### config.mk
export PLATFORM = sky130hd
export DESIGN_NAME = i2c_flash_master
export DESIGN_NICKNAME = d
export VERILOG_FILES = /design/src/rtl/i2c_flash_master.sv
export SDC_FILE = /design/constraint.sdc
export NUM_CORES = 1
export LEC_CHECK = 0
export CAP_MARGIN = 30
export CORE_MARGIN = 5
export CORE_UTILIZATION = 40
export CTS_BUF_LIST = sky130_fd_sc_hd__clkbuf_8
export DETAILED_ROUTE_END_ITERATION = 8
export MAX_ROUTING_LAYER = met4
export PLACE_DENSITY = 0.64
export REMOVE_ABC_BUFFERS = 1
export SETUP_SLACK_MARGIN = 0.1
export SLEW_MARGIN = 40
export SYNTH_ARGS = -nofsm -noshare
export SYNTH_HDL_FRONTEND = slang
export SYNTH_SLANG_ARGS = --single-unit
### constraint.sdc
create_clock -name clk -period 3.65 [get_ports clk]
set_clock_uncertainty 0.1 [all_clocks]
set_input_delay 0.73 -clock clk [delete_from_list [all_inputs] [get_ports clk]]
set_output_delay 0.73 -clock clk [all_outputs]
set_load 0.01 [all_outputs]
### src/rtl/i2c_flash_master.sv
// Open-drain serial bus initiator: START, device byte, 16-bit address (LSB first),
// N write or read data bytes, STOP.
module i2c_flash_master #(
  parameter int unsigned CLK_DIV = 4,
  parameter logic [6:0]  DEV_ID  = 7'h50,
  parameter int unsigned LEN_W   = 8
) (
  input  logic             clk,
  input  logic             rst,
  input  logic             cmd_valid,
  output logic             cmd_ready,
  input  logic             wr,
  input  logic [15:0]      cmd_addr,
  input  logic [LEN_W-1:0] cmd_len,
  input  logic [7:0]       tx_data,
  input  logic             tx_valid,
  output logic             tx_ready,
  output logic [7:0]       rx_data,
  output logic             rx_valid,
  output logic             busy,
  output logic             done,
  output logic             ack_err,
  output logic             scl,
  output logic             sda_out_en,
  input  logic             sda_in
);
  localparam int unsigned CW = $clog2(CLK_DIV);
  localparam logic [CW-1:0] CNT_LAST = CW'(CLK_DIV - 1);

  localparam logic [2:0] S_IDLE   = 3'd0;
  localparam logic [2:0] S_START  = 3'd1;
  localparam logic [2:0] S_DEVID  = 3'd2;
  localparam logic [2:0] S_ADDR_L = 3'd3;
  localparam logic [2:0] S_ADDR_H = 3'd4;
  localparam logic [2:0] S_WDATA  = 3'd5;
  localparam logic [2:0] S_RDATA  = 3'd6;
  localparam logic [2:0] S_STOP   = 3'd7;

  logic [2:0]       state, state_d;
  logic [1:0]       phase, phase_d;
  logic [CW-1:0]    cnt, cnt_d;
  logic [3:0]       bit_idx, bit_d;
  logic [7:0]       shreg, shreg_d;
  logic [LEN_W-1:0] left, left_d;
  logic [15:0]      addr, addr_d;
  logic             rd_cmd, rd_cmd_d;
  logic             nack, nack_d;
  logic             taken, taken_d;
  logic             rx_pend, rx_pend_d;
  logic             go_stop, byte_st;
  logic             cmd_ready_d, busy_d, done_d, ack_err_d, scl_d, sda_d;
  logic             tx_ready_d, rx_valid_d;
  logic [7:0]       rx_data_d;

  // State and registered outputs
  always_ff @(posedge clk or posedge rst) begin
    if (rst) begin
      state      <= S_IDLE;
      phase      <= '0;
      cnt        <= '0;
      bit_idx    <= '0;
      shreg      <= '0;
      left       <= '0;
      addr       <= '0;
      rd_cmd     <= 1'b0;
      nack       <= 1'b0;
      taken      <= 1'b0;
      rx_pend    <= 1'b0;
      cmd_ready  <= 1'b1;
      busy       <= 1'b0;
      done       <= 1'b0;
      ack_err    <= 1'b0;
      tx_ready   <= 1'b0;
      rx_valid   <= 1'b0;
      rx_data    <= 8'h00;
      scl        <= 1'b1;
      sda_out_en <= 1'b0;
    end else begin
      state      <= state_d;
      phase      <= phase_d;
      cnt        <= cnt_d;
      bit_idx    <= bit_d;
      shreg      <= shreg_d;
      left       <= left_d;
      addr       <= addr_d;
      rd_cmd     <= rd_cmd_d;
      nack       <= nack_d;
      taken      <= taken_d;
      rx_pend    <= rx_pend_d;
      cmd_ready  <= cmd_ready_d;
      busy       <= busy_d;
      done       <= done_d;
      ack_err    <= ack_err_d;
      tx_ready   <= tx_ready_d;
      rx_valid   <= rx_valid_d;
      rx_data    <= rx_data_d;
      scl        <= scl_d;
      sda_out_en <= sda_d;
    end
  end

  // Next state; outputs are decoded from the next-state values so they register in step
  always_comb begin
    state_d    = state;
    phase_d    = phase;
    cnt_d      = cnt;
    bit_d      = bit_idx;
    shreg_d    = shreg;
    left_d     = left;
    addr_d     = addr;
    rd_cmd_d   = rd_cmd;
    nack_d     = nack;
    taken_d    = taken;
    rx_pend_d  = 1'b0;
    rx_valid_d = 1'b0;
    rx_data_d  = rx_data;
    ack_err_d  = ack_err;
    sda_d      = sda_out_en;
    go_stop    = 1'b0;
    byte_st    = (state >= S_DEVID) && (state <= S_RDATA);

    if (rx_pend) begin
      rx_data_d  = shreg;
      rx_valid_d = 1'b1;
    end
    if (tx_ready && tx_valid) begin
      taken_d = 1'b1;
      shreg_d = tx_data;
    end

    if (state == S_IDLE) begin
      if (cmd_valid && cmd_ready) begin
        state_d   = S_START;
        phase_d   = '0;
        cnt_d     = '0;
        bit_d     = '0;
        addr_d    = cmd_addr;
        rd_cmd_d  = wr;
        left_d    = cmd_len;
        nack_d    = 1'b0;
        taken_d   = 1'b0;
        ack_err_d = 1'b0;
      end
    end else if (cnt != CNT_LAST) begin
      cnt_d = cnt + 1'b1;
    end else if (!(state == S_WDATA && bit_idx == 4'd0 && phase == 2'd0 && !taken_d)) begin
      // Phase boundary; a data byte not yet supplied stretches Ph0 with SCL low
      cnt_d   = '0;
      phase_d = phase + 2'd1;
      case (phase)
        2'd0: begin
          if (byte_st) begin
            if (bit_idx != 4'd8)
              sda_d = (state == S_RDATA) ? 1'b0 : ~shreg_d[3'(4'd7 - bit_idx)];
            else
              sda_d = (state == S_RDATA) ? (left != LEN_W'(1)) : 1'b0;
          end
        end
        2'd1: begin
          if (state == S_START) sda_d = 1'b1;
          else if (state == S_STOP) sda_d = 1'b0;
        end
        2'd2: begin
          if (state == S_RDATA && bit_idx != 4'd8) begin
            shreg_d = {shreg[6:0], sda_in};
            rx_pend_d = (bit_idx == 4'd7);
          end else if (byte_st && bit_idx == 4'd8 && state != S_RDATA && sda_in) begin
            nack_d = 1'b1;
          end
        end
        default: begin
          if (state == S_START) begin
            state_d = S_DEVID;
            shreg_d = {DEV_ID, rd_cmd};
          end else if (state == S_STOP) begin
            state_d = S_IDLE;
          end else if (bit_idx != 4'd8) begin
            bit_d = bit_idx + 4'd1;
          end else begin
            bit_d   = '0;
            taken_d = 1'b0;
            case (state)
              S_DEVID: begin
                state_d = S_ADDR_L;
                shreg_d = addr[7:0];
              end
              S_ADDR_L: begin
                state_d = S_ADDR_H;
                shreg_d = addr[15:8];
              end
              S_ADDR_H: begin
                if (left == '0) go_stop = 1'b1;
                else state_d = rd_cmd ? S_RDATA : S_WDATA;
              end
              default: begin
                left_d  = left - 1'b1;
                go_stop = (left == LEN_W'(1));
              end
            endcase
            if (nack) go_stop = 1'b1;
            if (go_stop) begin
              state_d = S_STOP;
              sda_d   = 1'b1;
            end
          end
        end
      endcase
    end

    cmd_ready_d = (state_d == S_IDLE);
    busy_d      = (state_d != S_IDLE);
    case (state_d)
      S_IDLE, S_START: scl_d = 1'b1;
      S_STOP:          scl_d = (phase_d != 2'd0);
      default:         scl_d = phase_d[1];
    endcase
    done_d     = (state_d == S_STOP) && (phase_d == 2'd3) && (cnt_d == CNT_LAST);
    tx_ready_d = (state_d == S_WDATA) && (bit_d == 4'd0) && (phase_d == 2'd0) && !taken_d;
    if (done_d && nack_d) ack_err_d = 1'b1;
  end
endmodule

==> results.md, run 1 <==
- Unique masters post-synth: 75
- Register area share after synthesis: 41.8%
- Slowest cell on the critical path: dfrtp_1
- Post-Syn Instances: 412
- Max Cap Viol: 0
- Routed via count: 3362
- Num rows: 35
- Clock transition at the registers of the reported paths: 0.08 ns
- 1st-iter DRT viols: 298
- Slew Limit Fails: 0
- Vias/cell: 5.69
- Area of the mapped netlist: 3780 µm²
- M1 GR Usage: 26.0%
- CP cell instances: buf_4 > nor3_1 > and3_1 > o22ai_1 > nand2b_1 > o31ai_1
- Post-CTS Setup Bufs: 0
- First-pass GRT wire length: 16500 µm
- Area grow syn2layout: 21.7%
- Fmax: 362 MHz
- Crit path buf inv count: 1
- Worst-path maximum fanout: 19
- Final Net Count: 505
- Worst slew margin: 47.0%
- Cell family with most CP delay: simple AND/OR/NAND/NOR gates
- #FFs+latches synth: 63
- WS Path Type: register to register
- Clk root buf: clkbuf_8
- Tot GR Track Use: 18.9%
- GRT overflow: 0
- Die footprint: 11500 µm²
- Setup TNS: 0 ns
- Clk sinks: 63
- Die Span Y: 107 µm
- Setup WS pre-CTS: 0.651 ns
- Reg-to-reg setup timing slack: 0.89 ns
- Global Route met2 Usage: 27.9%
- Layout cell share with drive strength beyond 1: 12.3%
- EDFF count, synth: 0
- Final setup fails: 0
- Length of the first detailed-routing pass in iterations: 5
- Gr busiest metal: met2
- Yosys Warn Count: 0
- Leakage power: 2.02 nW
- Req. time, crit path: 3.77 ns
- Clk_lat worst skew: 0.35 ns
- Syn_area_per_cell: 9.17 µm²
- Met3 Use GR: 3.73%
- Total Wirelength: 10200 µm
- Period utilisation layout: 75.6%
- Async set-reset flop share out of synthesis: 100%
- Status: complete, no violations
- Initial antenna violation count: 0
- Non-Filler Instances: 591
- Die X: 107 µm
- CTS tree: built
- VDD IR max: 0.000234 V
- Arr. time, crit path: 2.88 ns
- CORE AREA: 9240 µm²
- Hold slack: 0.377 ns
- RSZ-0062 raised after global routing: false
- Inst Count DP: 575
- PwrDens: 623 nW/µm²
- Tmin final: 2.76 ns
- Pin count of the biggest net entering global routing: 64
- Measured slew at the worst slew-check pin: 0.795 ns
- Input/output buffers: 53
- Number of buffers created by CTS: 9
- Dominant synthesized flop cell: dfrtp_1
- CTS HTree Levels: 3
- Post-CTS sizing: 0
- Worst Setup Start Kind: register
- GPL Wtd Cong: 0.909
- Vias in the first global route: 3280
- Post-route ant nets: 0
- Hold WC Path Type: register to register
- Clk buf depth: 2
- Final Hold Viols: 0
- Design Area, Final: 4600 µm²
- Cell Area, Placed: 4380 µm²
- Hold buffers post-CTS: 0
- Critical Path Max Stage Delay: 0.67 ns
- Ant. Diodes: 0
- Detailed placement HPWL: 7180 µm
- DRC viols: 0
- DR WL/cell: 17.2 µm
- Initial core utilization: 40.9%
- Crit. End Element: register
- Setup ws final: 0.889 ns
- I/O pin count: 54
synthesized netlist by cell type, drive strengths merged, types with 8 or more instances:
master   n  area share [%]
inv     13             1.3
clkbuf   8            0.80
a21oi   23             3.1
mux2     9             2.7
mux2i   11             2.9
dfrtp   61              40
nor3    10             1.6
a31oi   10             1.8
o21ai   24             3.4
buf     17             2.7
nand3   14             1.9
nor2    14             1.4
nand2   77             7.7
and3     8             1.5
ha      10             3.3
cells by family (layout without fill, tap and decap cells):
logic type | Yosys count | count (layout) | share of synthesized area [%]
and+or+nand+nor | 160 | 160 | 21.3
muxes | 21 | 21 | 6.20
DFF | 63 | 63 | 41.8
AOI/OAI and AO/OA | 119 | 119 | 22.3
buffers and inverters | 38 | 88 | 4.77
xor gates and xnor gates | 1 | 1 | 0.232
adders and majority gates | 10 | 10 | 3.31
final cells by class:
cell class | count | area (µm²)
clock buffer | 9 | 124
clock inverter | 7 | 87.6
fill | 862 | 4640
inverter | 13 | 48.8
multi-input combinational | 311 | 2020
sequential | 63 | 1580
tap | 129 | 161
timing repair buffer | 59 | 579
sequential cells by signal, indices dropped and copies added (netlist names), 2 cells and up:
name and flops:
cnt 2, rx_data 8, phase 2, left 8, state 3, bit_idx 4
shreg 8, addr 16
through the flow:
step	power, mW	util, %
global placement	2.16	47.4
finish	2.86	49.7
detailed placement	2.18	47.4
CTS	2.86	49.7
floorplan	1.81	-
global route	3.07	49.7
power by group:
part	switching (mW)	internal, mW	leakage [nW]
registers	0.212	0.903	0.807
clock network	0.295	0.381	0.115
logic	0.598	0.474	1.10
layout by cell type, fill, tap and decap left out, types with 10 or more instances in the layout:
master	count
ha_1	10
mux2i_1	11
dfrtp_1	61
nor2_1	14
clkdlybuf4s50_1	53
inv_1	13
o21ai_0	21
nand2_1	76
nand3_1	14
a21oi_1	22
path summary, 6_finish.rpt:
path                                  endpoint                start  cells after the start
setup / recovery           ack_err$_DFFE_PP0P_   state[0]$_DFF_PP0_                      6
hold / removal             addr[5]$_DFFE_PP0P_  addr[5]$_DFFE_PP0P_                      2
setup reg to reg           ack_err$_DFFE_PP0P_   state[0]$_DFF_PP0_                      6
hold reg to reg            addr[5]$_DFFE_PP0P_  addr[5]$_DFFE_PP0P_                      2
max in group asynchronous   rx_valid$_DFF_PP0_                  rst                      3
min in group asynchronous  left[7]$_DFFE_PP0P_                  rst                      3
layer usage:
metal / wire, µm / part of all wire (%) / vias up
li1: - / - / 1595
met1: 4930 / 48 / 1626
met2: 4520 / 44 / 123
met3: 527 / 5.2 / 18
met4: 204 / 2.0 / 0
met5: 0 / 0 / -
worst reg2reg max path, cell delays in order (launching register included):
cell	delay [ns]
dfrtp_1	0.67
buf_4	0.34
nor3_1	0.39
and3_1	0.68
o22ai_1	0.26
nand2b_1	0.14
o31ai_1	0.08
(Power assumes the default switching activity.)
==> inputs of run 2 (changes only) <==
==> constraint.sdc (replaced) <==
create_clock -name clk -period 2.6 [get_ports clk]
set_clock_uncertainty 0.1 [all_clocks]
set_input_delay 0.52 -clock clk [delete_from_list [all_inputs] [get_ports clk]]
set_output_delay 0.52 -clock clk [all_outputs]
set_load 0.01 [all_outputs]
==> results.md, run 2 (synthesized netlist as in run 1, its figures left out) <==
- Design Area, Final: 4860 µm² (+5.8%)
- Post-route ant nets: 0 (unchanged)
- GRT overflow: 0 (unchanged)
- Worst-path maximum fanout: 7 (-12)
- Ant. Diodes: 0 (unchanged)
- Initial antenna violation count: 0 (unchanged)
- Die X: 107 µm (unchanged)
- Max FFs per register: 16 (unchanged)
- Clk root buf: clkbuf_8
- Req. time, crit path: 2.75 ns (-1.02 ns)
- CORE AREA: 9240 µm² (unchanged)
- Die footprint: 11500 µm² (unchanged)
- Tot GR Track Use: 19.1% (+0.18 points)
- Hold WC Path Type: register to register
- Post-CTS sizing: 0 (unchanged)
- WS Path Type: register to register
- Input/output buffers: 53 (unchanged)
- I/O pin count: 54 (unchanged)
- Hold slack: 0.375 ns (-0.00222 ns)
- 1st-iter DRT viols: 263 (-12%)
- Non-Filler Instances: 626 (+5.9%)
- Cell Area, Placed: 4660 µm² (+6.3%)
- Arr. time, crit path: 2.54 ns (-0.34 ns)
- VDD IR max: 0.000490 V (+110%)
- Max Cap Viol: 0 (unchanged)
- Worst slew margin: 66.2% (+19 points)
- Final Hold Viols: 0 (unchanged)
- GPL Wtd Cong: 0.890 (-2.1%)
- Length of the first detailed-routing pass in iterations: 5 (unchanged)
- Crit. End Element: register
- Commonest non-fill, non-tap cells in the layout: nand2_1, dfrtp_1, clkdlybuf4s50_1
- Vias in the first global route: 3377 (+3.0%)
- Total Wirelength: 10300 µm (+0.74%)
- Clock transition at the registers of the reported paths: 0.07 ns (about the same)
- Total power: 4.04 mW (+41%)
- Number of buffers created by CTS: 9 (unchanged)
- Clk_lat worst skew: 0.35 ns (about the same)
- Final setup fails: 0 (unchanged)
- Psw: 1.57 mW (+42%)
- Area grow syn2layout: 28.8%
- First-pass GRT wire length: 16800 µm (+2.1%)
- Fmax: 419 MHz (+16%)
- Clk buf depth: 2 (unchanged)
- Sw Ratio: 39.0% (+0.38 points)
- Num rows: 35 (unchanged)
- Status: complete, no violations
- Pin count of the biggest net entering global routing: 64 (unchanged)
- Post-CTS Setup Bufs: 0 (unchanged)
- DRC viols: 0 (unchanged)
- Tmin final: 2.38 ns (-0.376 ns)
- Vias/cell: 5.55 (-2.4%)
- Hold buffers post-CTS: 0 (unchanged)
- Largest Register: addr
- CTS HTree Levels: 3 (unchanged)
- Initial core utilization: 40.9% (unchanged)
- Setup TNS: 0 ns (unchanged)
- Internal power: 2.46 mW (+40%)
- Commonest non-fill, non-tap cell in the layout: nand2_1
- Slew Limit Fails: 0 (unchanged)
- Die Span Y: 107 µm (unchanged)
- Routed via count: 3475 (+3.4%)
- Seq pwr share: 37.9% (-1.0 points)
- Detailed placement HPWL: 7580 µm (+5.6%)
- Clk sinks: 63 (unchanged)
- Clock share of power: 21.0% (-2.6 points)
- Inst Count DP: 610 (+6.1%)
- RSZ-0062 raised after global routing: true
- Layout cell share with drive strength beyond 1: 19.1% (+6.8 points)
- Period utilisation layout: 91.7% (+16 points)
- Worst Setup Start Kind: register
- DR WL/cell: 16.4 µm (-4.9%)
- Leakage power: 2.18 nW (+7.8%)
- Final Net Count: 540 (+6.9%)
- PwrDens: 831 nW/µm² (+33%)
- CTS tree: built
- Gate power share: 41.1% (+3.7 points)
- Measured slew at the worst slew-check pin: 0.506 ns (-0.289 ns)
[run 2: layout make-up]
class                   count  area [µm²]
multi-input cells         311        2030
inverters                  13        48.8
well taps                 129         161
repair buffers             94         851
flip-flops and latches     63        1580
clock inverters             7        65.1
fillers                   858        4380
clock buffers               9         124
[run 2: path summary, 6_finish.rpt]
check,from,to,slack [ns],depth (start not counted)
setup / recovery,phase[0]$_DFF_PP0_,ack_err$_DFFE_PP0P_,0.22,9
hold / removal,addr[13]$_DFFE_PP0P_,addr[13]$_DFFE_PP0P_,0.37,2
setup reg to reg,phase[0]$_DFF_PP0_,ack_err$_DFFE_PP0P_,0.22,9
hold reg to reg,addr[13]$_DFFE_PP0P_,addr[13]$_DFFE_PP0P_,0.37,2
max in group asynchronous,rst,scl$_DFF_PP1_,1.61,3
min in group asynchronous,rst,left[6]$_DFFE_PP0P_,0.45,3
[run 2: metal layers]
| metal | vias up | share of wire (%) | track usage [%] |
|---|---|---|---|
| met5 | - | 0 | - |
| met2 | 132 | 45 | 28.0 |
| li1 | 1674 | - | - |
| met1 | 1654 | 48 | 26.8 |
| met4 | 0 | 1.6 | 6.12 |
| met3 | 15 | 5.4 | 3.55 |
[run 2: worst max-delay path, cell delays in order (launching register included)]
cell	delay (ns)
dfrtp_1	0.46
inv_1	0.17
ha_2	0.25
nor3b_4	0.23
nand4_2	0.23
buf_4	0.21
nor3_1	0.16
o21ai_1	0.11
nand2b_1	0.15
o31ai_1	0.22
[run 2: through the flow]
step | worst slack [ns] | utilization [%]
6_report | 0.215 | 52.6
3_5_place_dp | -0.0548 | 50.4
5_1_grt | 0.0701 | 52.6
4_1_cts | 0.162 | 52.4
2_1_floorplan | -0.164 | -
3_3_place_gp | -0.0200 | 50.4
[run 2: power groups by stage]
stage	sequential, mW	combinational, mW	clock (mW)
2_1_floorplan	1.52	1.02	0
4_1_cts	1.52	1.64	0.863
3_5_place_dp	1.54	1.63	0
6_report	1.53	1.66	0.848
5_1_grt	1.57	1.85	0.916
3_3_place_gp	1.53	1.60	0
==> inputs of run 3 (changes only) <==
--- a/config.mk
+++ b/config.mk
@@ -6,7 +6,7 @@
 export NUM_CORES = 1
 export LEC_CHECK = 0
 export CAP_MARGIN = 30
-export CORE_MARGIN = 5
+export CORE_MARGIN = 8
 export CORE_UTILIZATION = 40
 export CTS_BUF_LIST = sky130_fd_sc_hd__clkbuf_8
 export DETAILED_ROUTE_END_ITERATION = 8
==> results.md, run 3 (synthesized netlist as in run 1, its figures left out) <==
- Status: complete, no violations
- Sw Ratio: 39.7% (+0.69 points)
- Vias/cell: 5.73 (+3.1%)
- R2R depth: 6 (-3)
- Hold Path End: addr[7]$_DFFE_PP0P_
- Internal power: 2.36 mW (-4.2%)
- Reg-to-reg setup timing slack: 0.29 ns (+0.07 ns)
- Initial core utilization: 41.1% (+0.19 points)
- Final setup fails: 0 (unchanged)
- Largest Register: addr
- Slew Limit Fails: 0 (unchanged)
- Num rows: 35 (unchanged)
- PwrDens: 823 nW/µm² (-0.91%)
- Max FFs per register: 16 (unchanged)
- 1st-iter DRT viols: 246 (-6.5%)
- Initial antenna violation count: 0 (unchanged)
- Leakage power: 2.13 nW (-2.3%)
- Setup TNS: 0 ns (unchanged)
- Max Cap Viol: 0 (unchanged)
- Vias in the first global route: 3302 (-2.2%)
- Input/output buffers: 53 (unchanged)
- Clk_lat worst skew: 0.34 ns (about the same)
- Post-route ant nets: 0 (unchanged)
- Detailed placement HPWL: 7560 µm (-0.35%)
- Hold WC Path Type: register to register
- Gate power share: 41.5% (+0.4 points)
- Crit path buf inv count: 1 (-1)
- Req. time, crit path: 2.73 ns (-0.02 ns)
- Clk root buf: clkbuf_8
- Worst R2R Start: state[2]$_DFF_PP0_
- CTS tree: built
- Clk sinks: 63 (unchanged)
- Layout cell share with drive strength beyond 1: 18.2% (-0.95 points)
- Crit. End Element: register
- Setup ws final: 0.229 ns (+0.0143 ns)
- DR WL/cell: 16.9 µm (+3.4%)
- Psw: 1.55 mW (-1.4%)
- CORE AREA: 9200 µm² (-0.47%)
- Length of the first detailed-routing pass in iterations: 4 (-1)
- Total Wirelength: 10200 µm (-0.77%)
- GPL Wtd Cong: 0.879 (-1.3%)
- Layout Utilization: 51.7% (-0.91 points)
- Worst-path maximum fanout: 12 (+5)
- Area grow syn2layout: 26.0%
- I/O pin count: 54 (unchanged)
- Die Span Y: 113 µm (+5.6%)
- DRC viols: 0 (unchanged)
- Critical Path Max Stage Delay: 0.52 ns (+0.06 ns)
- Clock share of power: 19.3% (-1.7 points)
- Worst slew margin: 66.1% (-0.11 points)
- Final Net Count: 533 (-1.3%)
- Reg2reg end: ack_err$_DFFE_PP0P_
- Die footprint: 12800 µm² (+12%)
- Post-CTS Setup Bufs: 0 (unchanged)
- CP cell instances: clkdlybuf4s50_1 > nand2_2 > mux2i_1 > mux4_2 > a311o_1 > a31oi_1 > nor2_1
- Period utilisation layout: 91.2% (-0.55 points)
- Hold wc startpoint: addr[7]$_DFFE_PP0P_
- VDD IR max: 0.000385 V (-21%)
- Die X: 113 µm (+5.6%)
- Commonest non-fill, non-tap cells in the layout: nand2_1, dfrtp_1, clkdlybuf4s50_1
- Fmax: 422 MHz (+0.60%)
- Number of buffers created by CTS: 9 (unchanged)
- WHS Path Cells: 2 (unchanged)
- Non-Filler Instances: 601 (-4.0%)
- Final Hold Viols: 0 (unchanged)
- First-pass GRT wire length: 16800 µm (-0.24%)
- Clk buf depth: 2 (unchanged)
- Measured slew at the worst slew-check pin: 0.508 ns (+0.00257 ns)
- Seq pwr share: 39.2% (+1.3 points)
- Worst Setup Start Kind: primary input
- Inst Count DP: 585 (-4.1%)
- GRT overflow: 0 (unchanged)
- Pin count of the biggest net entering global routing: 64 (unchanged)
- CTS HTree Levels: 3 (unchanged)
- Slowest cell on the critical path: clkdlybuf4s50_1
- Arr. time, crit path: 2.50 ns (-0.04 ns)
- Ant. Diodes: 0 (unchanged)
- Routed via count: 3441 (-0.98%)
- Cell family with most CP delay: multiplexers
- Tmin final: 2.37 ns (-0.0143 ns)
- WS Path Type: primary input to register
- Setup WS pre-CTS: -0.116 ns (-0.0610 ns)
- Clock transition at the registers of the reported paths: 0.08 ns (about the same)
- Tot GR Track Use: 16.6% (-2.5 points)
- RSZ-0062 raised after global routing: false
- Commonest non-fill, non-tap cell in the layout: nand2_1
-- run 3: worst register-to-register path, stage by stage (launching register included) --
cell	delay, ns
dfrtp_1	0.57
nor2b_2	0.25
or3b_1	0.37
a31oi_1	0.27
o311ai_2	0.20
nand2b_1	0.23
o31ai_1	0.23
-- run 3: worst max path at each step --
stage | from | end | slack (ns) | depth (start not counted)
2_1_floorplan | state[0]$_DFF_PP0_ | tx_ready$_DFF_PP0_ | -0.16 | 5
3_3_place_gp | tx_valid | sda_out_en$_DFFE_PP0P_ | -0.08 | 7
3_5_place_dp | tx_valid | sda_out_en$_DFFE_PP0P_ | -0.12 | 7
4_1_cts | left[0]$_DFFE_PP0P_ | tx_ready$_DFF_PP0_ | 0.23 | 8
5_1_grt | phase[0]$_DFF_PP0_ | tx_ready$_DFF_PP0_ | 0.13 | 9
6_report | tx_valid | sda_out_en$_DFFE_PP0P_ | 0.23 | 7
-- run 3: final cells by class --
cell class / instances / area (µm²)
repair buffers: 87 / 798
inverters: 13 / 48.8
multi-input cells: 311 / 2030
clock inverters: 7 / 41.3
flip-flops and latches: 63 / 1580
well taps: 111 / 139
fillers: 876 / 4440
clock buffers: 9 / 124
-- run 3: stage by stage --
stage | hold slack (ns) | area (µm²) | power (mW)
2_1_floorplan | 0.338 | 3640 | 2.54
3_3_place_gp | 0.359 | 4580 | 3.11
3_5_place_dp | 0.362 | 4580 | 3.15
4_1_cts | 0.379 | 4750 | 3.91
5_1_grt | 0.395 | 4760 | 4.20
6_report | 0.378 | 4760 | 3.91
-- run 3: per-layer routing --
metal,vias to the layer above,GRT usage (%),routed length [µm]
met5,-,-,0
met4,0,5.77,150
met3,18,2.45,472
met2,113,24.4,4540
met1,1655,22.7,5010
li1,1655,-,-
-- run 3: repair_timing --
| item | in CTS | in global routing |
|---|---|---|
| gates resized for setup | 0 | 5 |
| endpoints found under the setup margin | 0 | 4 |
| hold buffers | 0 | 0 |
-- run 3: power groups by stage --
stage	clock, mW	sequential [mW]	combinational (mW)
after global placement	0	1.54	1.57
after CTS	0.769	1.53	1.62
after detailed placement	0	1.55	1.61
after floorplan	0	1.52	1.02
final	0.754	1.53	1.63
after global routing	0.812	1.58	1.81
